<file path="src/rtl/fsk2_modulator.sv">
// Binary FSK transmitter: UART-framed bytes keyed onto a phase-continuous DDS sine.
// Optional even-parity bit between data and stop when FSK2_PARITY_EN is defined.
module fsk2_modulator #(
  parameter int unsigned BAUD_DIV = 1000,
  parameter logic [31:0] F0_WORD  = 32'd85899346,
  parameter logic [31:0] F1_WORD  = 32'd171798692
) (
  input  logic               sys_clk,
  input  logic               sys_rst_n,
  input  logic [7:0]         tx_data,
  input  logic               tx_valid,
  output logic               tx_ready,
  output logic               tx_busy,
  output logic               bit_out,
  output logic               sym_strobe,
  output logic signed [15:0] y
);

  localparam int CW = $clog2(BAUD_DIV);
  localparam logic [CW-1:0] BAUD_LAST = CW'(BAUD_DIV - 1);

  // First quadrant of round(32767*sin(2*pi*k/256)), k = 0..64
  localparam logic [14:0] QSIN [0:64] = '{
    15'd0,     15'd804,   15'd1608,  15'd2410,  15'd3212,  15'd4011,  15'd4808,  15'd5602,
    15'd6393,  15'd7179,  15'd7962,  15'd8739,  15'd9512,  15'd10278, 15'd11039, 15'd11793,
    15'd12539, 15'd13279, 15'd14010, 15'd14732, 15'd15446, 15'd16151, 15'd16846, 15'd17530,
    15'd18204, 15'd18868, 15'd19519, 15'd20159, 15'd20787, 15'd21403, 15'd22005, 15'd22594,
    15'd23170, 15'd23731, 15'd24279, 15'd24811, 15'd25329, 15'd25832, 15'd26319, 15'd26790,
    15'd27245, 15'd27683, 15'd28105, 15'd28510, 15'd28898, 15'd29268, 15'd29621, 15'd29956,
    15'd30273, 15'd30571, 15'd30852, 15'd31113, 15'd31356, 15'd31580, 15'd31785, 15'd31971,
    15'd32137, 15'd32285, 15'd32412, 15'd32521, 15'd32609, 15'd32678, 15'd32728, 15'd32757,
    15'd32767
  };

  typedef enum logic [2:0] {
    S_IDLE   = 3'd0,
    S_START  = 3'd1,
    S_DATA   = 3'd2,
    S_PARITY = 3'd3,
    S_STOP   = 3'd4
  } state_t;

  state_t        state_q, state_d;
  logic [CW-1:0] baud_q, baud_d;
  logic [2:0]    bit_idx_q, bit_idx_d;
  logic [7:0]    shift_q, shift_d;
  logic [31:0]   phase_q, phase_d;
  logic [15:0]   y_q, y_d;
  logic          bit_end;
  logic          accept;
  logic [5:0]    lut_idx;
  logic [6:0]    lut_k;
  logic [15:0]   lut_mag;
`ifdef FSK2_PARITY_EN
  logic          parity_q, parity_d;
`endif

  assign bit_end = (baud_q == BAUD_LAST);
  assign accept  = tx_valid & tx_ready;
  assign y       = y_q;

  always_ff @(posedge sys_clk or posedge sys_rst_n) begin
    if (sys_rst_n) begin
      state_q <= S_IDLE;
    end else begin
      state_q <= state_d;
    end
  end

  always_comb begin
    state_d = state_q;
    case (state_q)
      S_IDLE:   if (accept) state_d = S_START;
      S_START:  if (bit_end) state_d = S_DATA;
`ifdef FSK2_PARITY_EN
      S_DATA:   if (bit_end && bit_idx_q == 3'd7) state_d = S_PARITY;
      S_PARITY: if (bit_end) state_d = S_STOP;
`else
      S_DATA:   if (bit_end && bit_idx_q == 3'd7) state_d = S_STOP;
`endif
      // A byte accepted on the last stop clock chains straight into the next start bit
      S_STOP:   if (bit_end) state_d = accept ? S_START : S_IDLE;
      default:  state_d = S_IDLE;
    endcase
  end

  always_comb begin
    tx_ready   = (state_q == S_IDLE) || (state_q == S_STOP && bit_end);
    tx_busy    = (state_q != S_IDLE);
    sym_strobe = (state_q != S_IDLE) && (baud_q == '0);
    case (state_q)
      S_START:  bit_out = 1'b0;
      S_DATA:   bit_out = shift_q[0];
`ifdef FSK2_PARITY_EN
      S_PARITY: bit_out = parity_q;
`endif
      default:  bit_out = 1'b1;
    endcase
  end

  always_comb begin
    baud_d    = (state_q == S_IDLE || bit_end) ? '0 : baud_q + CW'(1);
    bit_idx_d = bit_idx_q;
    shift_d   = shift_q;
    if (accept) begin
      bit_idx_d = 3'd0;
      shift_d   = tx_data;
    end else if (state_q == S_DATA && bit_end) begin
      bit_idx_d = bit_idx_q + 3'd1;
      shift_d   = {1'b0, shift_q[7:1]};
    end
    phase_d = phase_q + (bit_out ? F1_WORD : F0_WORD);
  end

`ifdef FSK2_PARITY_EN
  // Data bits are shifted out, so parity is captured from the byte at accept time
  assign parity_d = accept ? ^tx_data : parity_q;
`endif

  always_comb begin
    lut_idx = phase_q[29:24];
    lut_k   = phase_q[30] ? (7'd64 - {1'b0, lut_idx}) : {1'b0, lut_idx};
    lut_mag = {1'b0, QSIN[lut_k]};
    y_d     = phase_q[31] ? (16'd0 - lut_mag) : lut_mag;
  end

  always_ff @(posedge sys_clk or posedge sys_rst_n) begin
    if (sys_rst_n) begin
      baud_q    <= '0;
      bit_idx_q <= 3'd0;
      shift_q   <= 8'd0;
      phase_q   <= 32'd0;
      y_q       <= 16'd0;
`ifdef FSK2_PARITY_EN
      parity_q  <= 1'b0;
`endif
    end else begin
      baud_q    <= baud_d;
      bit_idx_q <= bit_idx_d;
      shift_q   <= shift_d;
      phase_q   <= phase_d;
      y_q       <= y_d;
`ifdef FSK2_PARITY_EN
      parity_q  <= parity_d;
`endif
    end
  end

endmodule

</file>
<file path="config.mk">
export PLATFORM = sky130hd
export DESIGN_NAME = fsk2_modulator
export DESIGN_NICKNAME = d
export VERILOG_FILES = /design/src/rtl/fsk2_modulator.sv
export SDC_FILE = /design/constraint.sdc
export NUM_CORES = 1
export LEC_CHECK = 0
export CAP_MARGIN = 30
export CELL_PAD_IN_SITES_DETAIL_PLACEMENT = 1
export CELL_PAD_IN_SITES_GLOBAL_PLACEMENT = 2
export CORE_ASPECT_RATIO = 0.9
export CORE_UTILIZATION = 30
export DETAILED_ROUTE_END_ITERATION = 10
export DONT_BUFFER_PORTS = 1
export GPL_ROUTABILITY_DRIVEN = 0
export HOLD_SLACK_MARGIN = 0.05
export PLACE_DENSITY = 0.65
export SLEW_MARGIN = 5
export SYNTH_ARGS = -nofsm -noshare
export SYNTH_HDL_FRONTEND = slang
export SYNTH_SLANG_ARGS = --single-unit
</file>
<file path="constraint.sdc">
create_clock -name sys_clk -period 6.56 [get_ports sys_clk]
set_input_delay 1.312 -clock sys_clk [delete_from_list [all_inputs] [get_ports sys_clk]]
set_output_delay 1.312 -clock sys_clk [all_outputs]
set_load 0.02 [all_outputs]
</file>
==> key figures, run 1 <==
Routing
  • Antenna-violating nets left: 0
  • Total Wirelength: 17800 um
  • DR vias: 5316
  • Initial DRC Count: 390
  • Via/cell ratio: 5.79
  • DRC violations left: 0
  • Drt wl/cell: 19.4 um
  • Drt first pass iters: 5

Timing
  • Pins Over Slew Limit: 0
  • Period utilisation layout: 66.3%
  • Worst-margin pin slew: 0.917 ns
  • Setup slack after layout: 2.21 ns
  • Max Clk Rate: 230 MHz
  • Setup_tns: 0 ns
  • Final setup vio count: 0
  • Worst Clk Skew: 0.00776 ns
  • Hold Vio Cnt, Final: 0
  • RSZ-0062 raised after global routing: false
  • Relative slew slack: 38.9%
  • Post-route minimum period: 4.35 ns

Global route
  • Vias in the first global route: 5316
  • Largest net degree at the start of global routing: 72
  • Initial antenna violation count: 0
  • Total Routing Usage GR: 18.5%
  • First-pass GRT wire length: 29400 um
  • Grt ovf: 0

Critical path
  • Crit end category: register
  • CP cell instances: inv_1 -> ha_1 -> mux2_2 -> inv_1 -> ha_1 -> mux2i_1 -> a311oi_1 -> o21a_1 -> o32ai_2 -> nor4b_4 -> a41oi_1 -> xor2_1
  • Crit path DAT: 4.56 ns
  • Slowest CP cell: dfrtp_1
  • Buf+Inv Stages, Crit Path: 2
  • Setup CP Type: register to register
  • CP Launch Type: register
  • Crit-path leading delay family: compound AO/OA/AOI/OAI gates
  • Crit path required time: 6.77 ns
  • CP max FO: 13
  • Crit path largest cell delay: 0.56 ns

Logic synthesis
  • Top FF cell, synth: dfrtp_1
  • Synth unique cells: 93
  • Post-synth top area cell: dfrtp_1
  • Top post-synthesis cells by area: dfrtp_1, xnor2_1, ha_1
  • Mapped Cells: 696
  • Number of synthesized flops with an enable pin: 0
  • Synth Warn #: 0
  • Syn avg cell area: 8.42 sq um
  • Async S/R FF share, synth: 100%
  • Yosys reg bits: 71
  • Sequential area share after synthesis: 30.3%
  • Post-synthesis cell area: 5860 sq um
  • Synth Net Count: 730
  • Post-synth top area share: 30.3%

Clock tree
  • H-tree levels: 3
  • Clock Sink Count: 71
  • Hold_buf cts: 0
  • Setup Fix Bufs, Post-CTS: 0
  • Clock Root Buffer: clkbuf_16
  • Worst-path clk slew: 0.06 ns
  • Skew-Pair Late Insertion Delay: 0.34 ns
  • CTS tree: yes
  • Max clock buf depth: 2
  • # resized after CTS: 0
  • CTS buffer count: 9

Placement
  • Port bufs: 0
  • Final HPWL DP: 12600 um
  • Pre-CTS WS: 2.30 ns

Floorplanning
  • Total die area: 20100 sq um
  • Height of the die: 135 um
  • Io pins: 31
  • Starting Density: 30.6%
  • Core outline area: 19200 sq um
  • Cell row count: 48
  • Chip Width: 149 um

Layout
  • Area Growth Syn to Fin: 7.71%
  • Antenna Cells: 0
  • Share of layout cells above drive strength 1: 10.3%
  • Nets: 697

Flow run
  • Maxcap violations: 0

Status
  • Status: completed

Min path
  • Hold WC Path Type: register to register
==> synth_stat cells (all sizes together) (11+ instances only) <==
master / n
buf: 26
ha: 23
xor2: 15
nand3: 31
inv: 17
a31oi: 16
and3: 11
a211oi: 11
xnor2: 42
nand2b: 14
dfrtp: 71
nor2: 54
o21ai: 32
nor3: 25
a21oi: 36
nand2: 69
a22oi: 11
clkbuf: 30
==> path summary, 6_finish.rpt <==
| kind | startpoint | end | slack, ns | cells past startpoint |
|---|---|---|---|---|
| max in group asynchronous | sys_rst_n | baud_q[6]$_DFF_PP0_ | 5.18 | 3 |
| setup / recovery | phase_q[25]$_DFF_PP0_ | y[14]$_DFF_PP0_ | 2.21 | 12 |
| min in group asynchronous | sys_rst_n | baud_q[2]$_DFF_PP0_ | 0.84 | 2 |
| setup reg to reg | phase_q[25]$_DFF_PP0_ | y[14]$_DFF_PP0_ | 2.21 | 12 |
| hold / removal | phase_q[23]$_DFF_PP0_ | phase_q[23]$_DFF_PP0_ | 0.47 | 1 |
| hold reg to reg | phase_q[23]$_DFF_PP0_ | phase_q[23]$_DFF_PP0_ | 0.47 | 1 |
==> cells in the final DEF (no fill, tap or decap), drive strengths merged, types with 11 or more instances in the layout <==
master	netlist	final
dfrtp	71	71
nand2	69	69
nor2	54	54
xnor2	42	42
a21oi	36	36
o21ai	32	32
nand3	31	31
nor3	25	25
ha	23	23
inv	17	21
a31oi	16	16
xor2	15	15
nand2b	14	14
buf	26	12
a22oi	11	11
a211oi	11	11
and3	11	11
==> final cells by class <==
type                       count  area [sq um]
multi-input combinational    551          3760
sequential                    71          1780
clock buffer                   9           225
clock inverter                 7          60.1
fill                        2256         12800
tap                          250           313
timing repair buffer          12           110
inverter                      18          67.6
==> registers in the layout (all words and copies together), names as in the netlist <==
| register | count |
|---|---|
| bit_idx_q | 3 |
| state_q | 3 |
| y | 16 |
| baud_q | 10 |
| shift_q | 8 |
| phase_q | 31 |
==> kinds of logic after synthesis <==
| group | after synthesis | synth area share, % |
|---|---|---|
| AOI/OAI and AO/OA | 208 | 26.0 |
| DFF | 71 | 30.3 |
| adders and majority gates | 24 | 5.08 |
| buffers and inverters | 74 | 5.79 |
| muxes | 11 | 1.94 |
| and+or+nand+nor | 251 | 22.2 |
| xor gates and xnor gates | 57 | 8.65 |
==> metrics by stage <==
stage | instance area (sq um) | hold WS, ns | cells | util, %
after floorplan | 5860 | 0.437 | 696 | -
after global placement | 6000 | 0.452 | 901 | 31.3
after detailed placement | 6000 | 0.461 | 901 | 31.3
after CTS | 6280 | 0.471 | 917 | 32.8
after global routing | 6310 | 0.486 | 918 | 32.9
final | 6310 | 0.466 | 918 | 32.9
==> per-layer routing <==
layer	track usage, %	wire, um
met5	0	0
met4	4.82	272
met3	3.55	680
met2	28.5	8030
met1	26.3	8850
Power of run 1 is left out: the tool's default activity adds up to more than one toggle a clock period on the data nets, which glitch-free logic cannot reach.
==> inputs of run 2 (changes only) <==
clock period = 4.5 ns   (was 6.56 ns; I/O delays follow)
==> key figures, run 2 (synthesis results as in run 1) <==
Critical path
  • Cell mode on critical path: ha_1
  • CP Launch Type: register
  • Crit path largest cell delay: 0.45 ns (-0.11 ns)
  • Crit path required time: 4.73 ns (-2.04 ns)
  • Crit end category: register
  • CP cell instances: clkinv_1 -> ha_1 -> mux2_2 -> buf_4 -> ha_1 -> or2_2 -> a211o_1 -> a211oi_1 -> nor3_2 -> nor4b_4 -> a31oi_1 -> xnor2_1
  • Slowest CP cell: nor4b_4
  • Crit path DAT: 4.06 ns (-0.50 ns)
  • CP max FO: 10 (-3)
  • Setup CP Type: register to register
  • Worst r2r path cells: 12 (unchanged)

Min path
  • Hold WC Path Type: register to register
  • Worst Hold Path Cells: 1 (unchanged)

Clock tree
  • Skew-Pair Late Insertion Delay: 0.33 ns (about the same)
  • Max clock buf depth: 2 (unchanged)
  • Clock Root Buffer: clkbuf_16
  • Setup Fix Bufs, Post-CTS: 0 (unchanged)
  • CTS buffer count: 9 (unchanged)
  • H-tree levels: 3 (unchanged)
  • # resized after CTS: 0 (unchanged)
  • CTS tree: yes
  • Worst-path clk slew: 0.06 ns (about the same)
  • Hold_buf cts: 0 (unchanged)
  • Clock Sink Count: 71 (unchanged)

Timing
  • RSZ-0062 raised after global routing: false
  • Hold Vio Cnt, Final: 0 (unchanged)
  • Post-route minimum period: 3.82 ns (-0.525 ns)
  • Setup_tns: 0 ns (unchanged)
  • Final setup vio count: 0 (unchanged)
  • Pins Over Slew Limit: 0 (unchanged)
  • Worst-margin pin slew: 0.911 ns (-0.00571 ns)
  • Period utilisation layout: 85.0% (+19 points)
  • Worst Clk Skew: 0.00437 ns (-0.00339 ns)
  • Max Clk Rate: 261 MHz (+14%)
  • Relative slew slack: 38.9% (about the same)

Layout
  • Nets: 708 (+1.6%)
  • Filler Cells Inserted: 2252 (-0.18%)
  • Antenna Cells: 0 (unchanged)
  • Largest register by flop count: phase_q
  • Max reg flops: 31 (unchanged)
  • Area Growth Syn to Fin: 9.12%
  • Most common cell after layout, fill and taps aside: dfrtp_1
  • Commonest cells after routing, fill and taps aside: dfrtp_1, nand2_1, nor2_1, xnor2_1, a21oi_1
  • Share of layout cells above drive strength 1: 11.8% (+1.5 points)
  • Final Util: 33.4% (+0.43 points)

Placement
  • Final HPWL DP: 13200 um (+4.0%)
  • Port bufs: 0 (unchanged)

Routing
  • Initial DRC Count: 379 (-2.8%)
  • Antenna-violating nets left: 0 (unchanged)
  • Drt first pass iters: 5 (unchanged)
  • DRC violations left: 0 (unchanged)
  • Drt wl/cell: 19.6 um (+0.82%)
  • DR vias: 5378 (+1.2%)
  • Total Wirelength: 18200 um (+2.0%)
  • Via/cell ratio: 5.79 (about the same)

Floorplanning
  • Core outline area: 19200 sq um (unchanged)
  • Total die area: 20100 sq um (unchanged)
  • Cell row count: 48 (unchanged)
  • Starting Density: 30.6% (unchanged)
  • Io pins: 31 (unchanged)
  • Chip Width: 149 um (unchanged)
  • Height of the die: 135 um (unchanged)

Global route
  • M1 GR Usage: 27.0% (+0.69 points)
  • Grt met3 use: 3.24% (-0.30 points)
  • First-pass GRT wire length: 29400 um (about the same)
  • Vias in the first global route: 5303 (-0.24%)
  • Largest net degree at the start of global routing: 44 (-39%)
  • Top Usage Layer GRT: met2
  • Initial antenna violation count: 0 (unchanged)
  • Total Routing Usage GR: 18.6% (+0.080 points)
  • Met2 usage: 28.3% (-0.21 points)
  • Grt ovf: 0 (unchanged)

Status
  • Status: completed

Flow run
  • Maxcap violations: 0 (unchanged)
run 2: cell count changes in the layout (fill, tap and decap cells not counted):
cell	delta
nor4_2	+1
clkbuf_1	+1
buf_16	-1
clkinv_4	+1
nor4_1	-1
inv_6	-2
buf_4	+12
bufinv_16	+1
inv_8	-1
run 2: final timing paths:
path,startpoint,end,slack [ns]
max,phase_q[24]$_DFF_PP0_,y[9]$_DFF_PP0_,0.68
min,phase_q[23]$_DFF_PP0_,phase_q[23]$_DFF_PP0_,0.47
max reg2reg,phase_q[24]$_DFF_PP0_,y[9]$_DFF_PP0_,0.68
min reg2reg,phase_q[23]$_DFF_PP0_,phase_q[23]$_DFF_PP0_,0.47
max in group asynchronous,sys_rst_n,shift_q[1]$_DFFE_PP0P_,2.93
min in group asynchronous,sys_rst_n,shift_q[4]$_DFFE_PP0P_,0.58
run 2: routing by layer:
metal  vias to the layer above  routed length (um)  part of all wire, %
li1                       2526                   -                    -
met1                      2662                9000                   49
met2                       163                8040                   44
met3                        27                 912                  5.0
met4                         0                 249                  1.4
met5                         -                   0                    0
run 2: cell type report:
cell class | count | area, sq um | share of cell area, %
clock buffers | 10 | 229 | 3.58
clock inverters | 6 | 70.1 | 1.10
inverters | 18 | 67.6 | 1.06
multi-input cells | 551 | 3770 | 58.9
flip-flops and latches | 71 | 1780 | 27.8
well taps | 250 | 313 | 4.89
repair buffers | 23 | 173 | 2.70
run 2: per-stage QoR:
stage	setup slack, ns	hold slack (ns)	std cells	instance area, sq um
detailed placement	0.689	0.458	913	6100
floorplan	0.442	0.437	696	5860
global placement	0.700	0.454	913	6100
finish	0.675	0.467	929	6390
global route	0.465	0.486	929	6390
CTS	0.673	0.470	929	6390
run 2: critical path, delay by kind of cell, from the launching register on:
family	cells	cell delay (ns)
AND/OR/NAND/NOR	3	1.00
AO/OA/AOI/OAI	3	0.79
adder cells (fa/ha/maj)	2	0.69
flip-flops	1	0.36
XOR/XNOR	1	0.26
buffers and inverters	2	0.28
multiplexers	1	0.34
Power of run 2 is left out for the same reason.
==> inputs of run 3 (changes only) <==
clock period = 3.86 ns   (was 4.5 ns; I/O delays follow)
==> key figures, run 3 (synthesis results as in run 1) <==
Timing
  • Max Clk Rate: 276 MHz (+5.5%)
  • Post-route minimum period: 3.62 ns (-0.201 ns)
  • Pins Over Slew Limit: 0 (unchanged)
  • Setup slack after layout: 0.236 ns (-0.439 ns)
  • Worst Clk Skew: 0.00883 ns (+0.00446 ns)
  • Worst-margin pin slew: 0.784 ns (-0.127 ns)
  • RSZ-0062 raised after global routing: true
  • Final setup vio count: 0 (unchanged)
  • Hold Vio Cnt, Final: 0 (unchanged)
  • Period utilisation layout: 93.9% (+8.9 points)
  • Relative slew slack: 47.7% (+8.8 points)

Critical path
  • Crit-path leading delay family: compound AO/OA/AOI/OAI gates
  • CP max FO: 14 (+4)
  • CP Launch Type: register
  • Worst R2R Start: phase_q[24]$_DFF_PP0_
  • Setup CP Type: register to register
  • Slowest CP cell: a2111oi_0
  • Crit end category: register
  • Crit path required time: 4.08 ns (-0.65 ns)
  • CP cell instances: clkinv_2 -> ha_1 -> nor2b_1 -> xor2_4 -> inv_2 -> xnor2_1 -> a2111oi_0 -> a31oi_1 -> a21oi_2 -> ha_1 -> nand2_1 -> o41ai_1 -> o21ai_1 -> o21ba_1
  • Buf+Inv Stages, Crit Path: 2 (unchanged)
  • Crit path largest cell delay: 0.42 ns (-0.03 ns)
  • Setup crit start: phase_q[24]$_DFF_PP0_
  • Crit path DAT: 3.84 ns (-0.22 ns)
  • Cell mode on critical path: ha_1

Routing
  • DRC violations left: 0 (unchanged)
  • DR vias: 5469 (+1.7%)
  • Drt first pass iters: 6 (+1)
  • Initial DRC Count: 387 (+2.1%)
  • Total Wirelength: 18800 um (+3.2%)
  • Antenna-violating nets left: 0 (unchanged)
  • Drt wl/cell: 19.8 um (+0.83%)
  • Via/cell ratio: 5.75 (-0.66%)

Layout
  • Antenna Cells: 0 (unchanged)
  • Post-route design area: 6590 sq um (+3.0%)
  • Most common cell after layout, fill and taps aside: dfrtp_1
  • Largest register by flop count: phase_q
  • Nets: 730 (+3.1%)
  • Max reg flops: 31 (unchanged)
  • Area Growth Syn to Fin: 12.4%
  • Share of layout cells above drive strength 1: 14.7% (+2.9 points)
  • Final Non-Filler Cells: 951 (+2.4%)
  • Commonest cells after routing, fill and taps aside: dfrtp_1, nand2_1, nor2_1, buf_4, xnor2_1

Floorplanning
  • Starting Density: 30.6% (unchanged)
  • Io pins: 31 (unchanged)
  • Total die area: 20100 sq um (unchanged)
  • Height of the die: 135 um (unchanged)
  • Core outline area: 19200 sq um (unchanged)
  • Cell row count: 48 (unchanged)
  • Chip Width: 149 um (unchanged)

Clock tree
  • Worst-path clk slew: 0.06 ns (about the same)
  • CTS buffer count: 9 (unchanged)
  • CTS tree: yes
  • Clock Root Buffer: clkbuf_16
  • H-tree levels: 3 (unchanged)
  • Clock Sink Count: 71 (unchanged)
  • Skew-Pair Late Insertion Delay: 0.34 ns (about the same)
  • Max clock buf depth: 2 (unchanged)

Placement
  • Cell Area, Placed: 6270 sq um (+2.9%)
  • Port bufs: 0 (unchanged)
  • Pre-CTS WS: 0.0492 ns (-0.639 ns)
  • Inst Count DP: 934 (+2.3%)
  • Final HPWL DP: 13700 um (+4.5%)

Flow run
  • Maxcap violations: 0 (unchanged)

Global route
  • Initial antenna violation count: 0 (unchanged)
  • Vias in the first global route: 5532 (+4.3%)
  • Grt ovf: 0 (unchanged)
  • Total Routing Usage GR: 19.5% (+0.92 points)
  • First-pass GRT wire length: 31000 um (+5.4%)
  • Largest net degree at the start of global routing: 52 (+18%)

Status
  • Status: completed

Min path
  • Hold WC Path Type: input pin to asynchronous set/reset pin
==> run 3: cell count changes in the layout (fill, tap and decap cells not counted), sizes merged <==
cell	before	now
clkinv	2	4
clkinvlp	3	1
buf	23	45
==> run 3: layout make-up <==
| cell class | count | area, sq um |
|---|---|---|
| inverters | 18 | 68.8 |
| clock buffers | 10 | 229 |
| clock inverters | 6 | 68.8 |
| multi-input cells | 551 | 3770 |
| flip-flops and latches | 71 | 1780 |
| fillers | 2253 | 12600 |
| well taps | 250 | 313 |
| repair buffers | 45 | 363 |
==> run 3: final timing paths <==
path	endpoint	slack (ns)	depth (start not counted)
max	y[6]$_DFF_PP0_	0.24	14
min	baud_q[8]$_DFF_PP0_	0.31	1
max reg2reg	y[6]$_DFF_PP0_	0.24	14
min reg2reg	phase_q[23]$_DFF_PP0_	0.46	1
max in group asynchronous	phase_q[30]$_DFF_PP0_	2.53	2
min in group sys_clk	phase_q[23]$_DFF_PP0_	0.46	1
==> run 3: what timing repair did <==
item                                    4_1_cts  5_1_grt
endpoints found under the setup margin        0        7
hold buffers                                  0        0
gates resized for setup                       0        2
buffers inserted                              0        1
==> run 3: metal layers <==
metal,share of wire [%],global-route usage [%],vias up
met5,0,0,-
met4,1.8,4.59,0
met3,3.8,3.14,27
met2,45,30.5,125
met1,49,27.9,2750
li1,-,-,2567
==> run 3: per-stage QoR <==
stage	hold slack, ns	util, %	setup TNS (ns)
after floorplan	0.437	-	0
after global placement	0.453	32.7	0
after detailed placement	0.454	32.7	0
after CTS	0.315	34.3	0
after global routing	0.339	34.4	-0.0142
final	0.308	34.4	0
Power of run 3 is left out for the same reason.
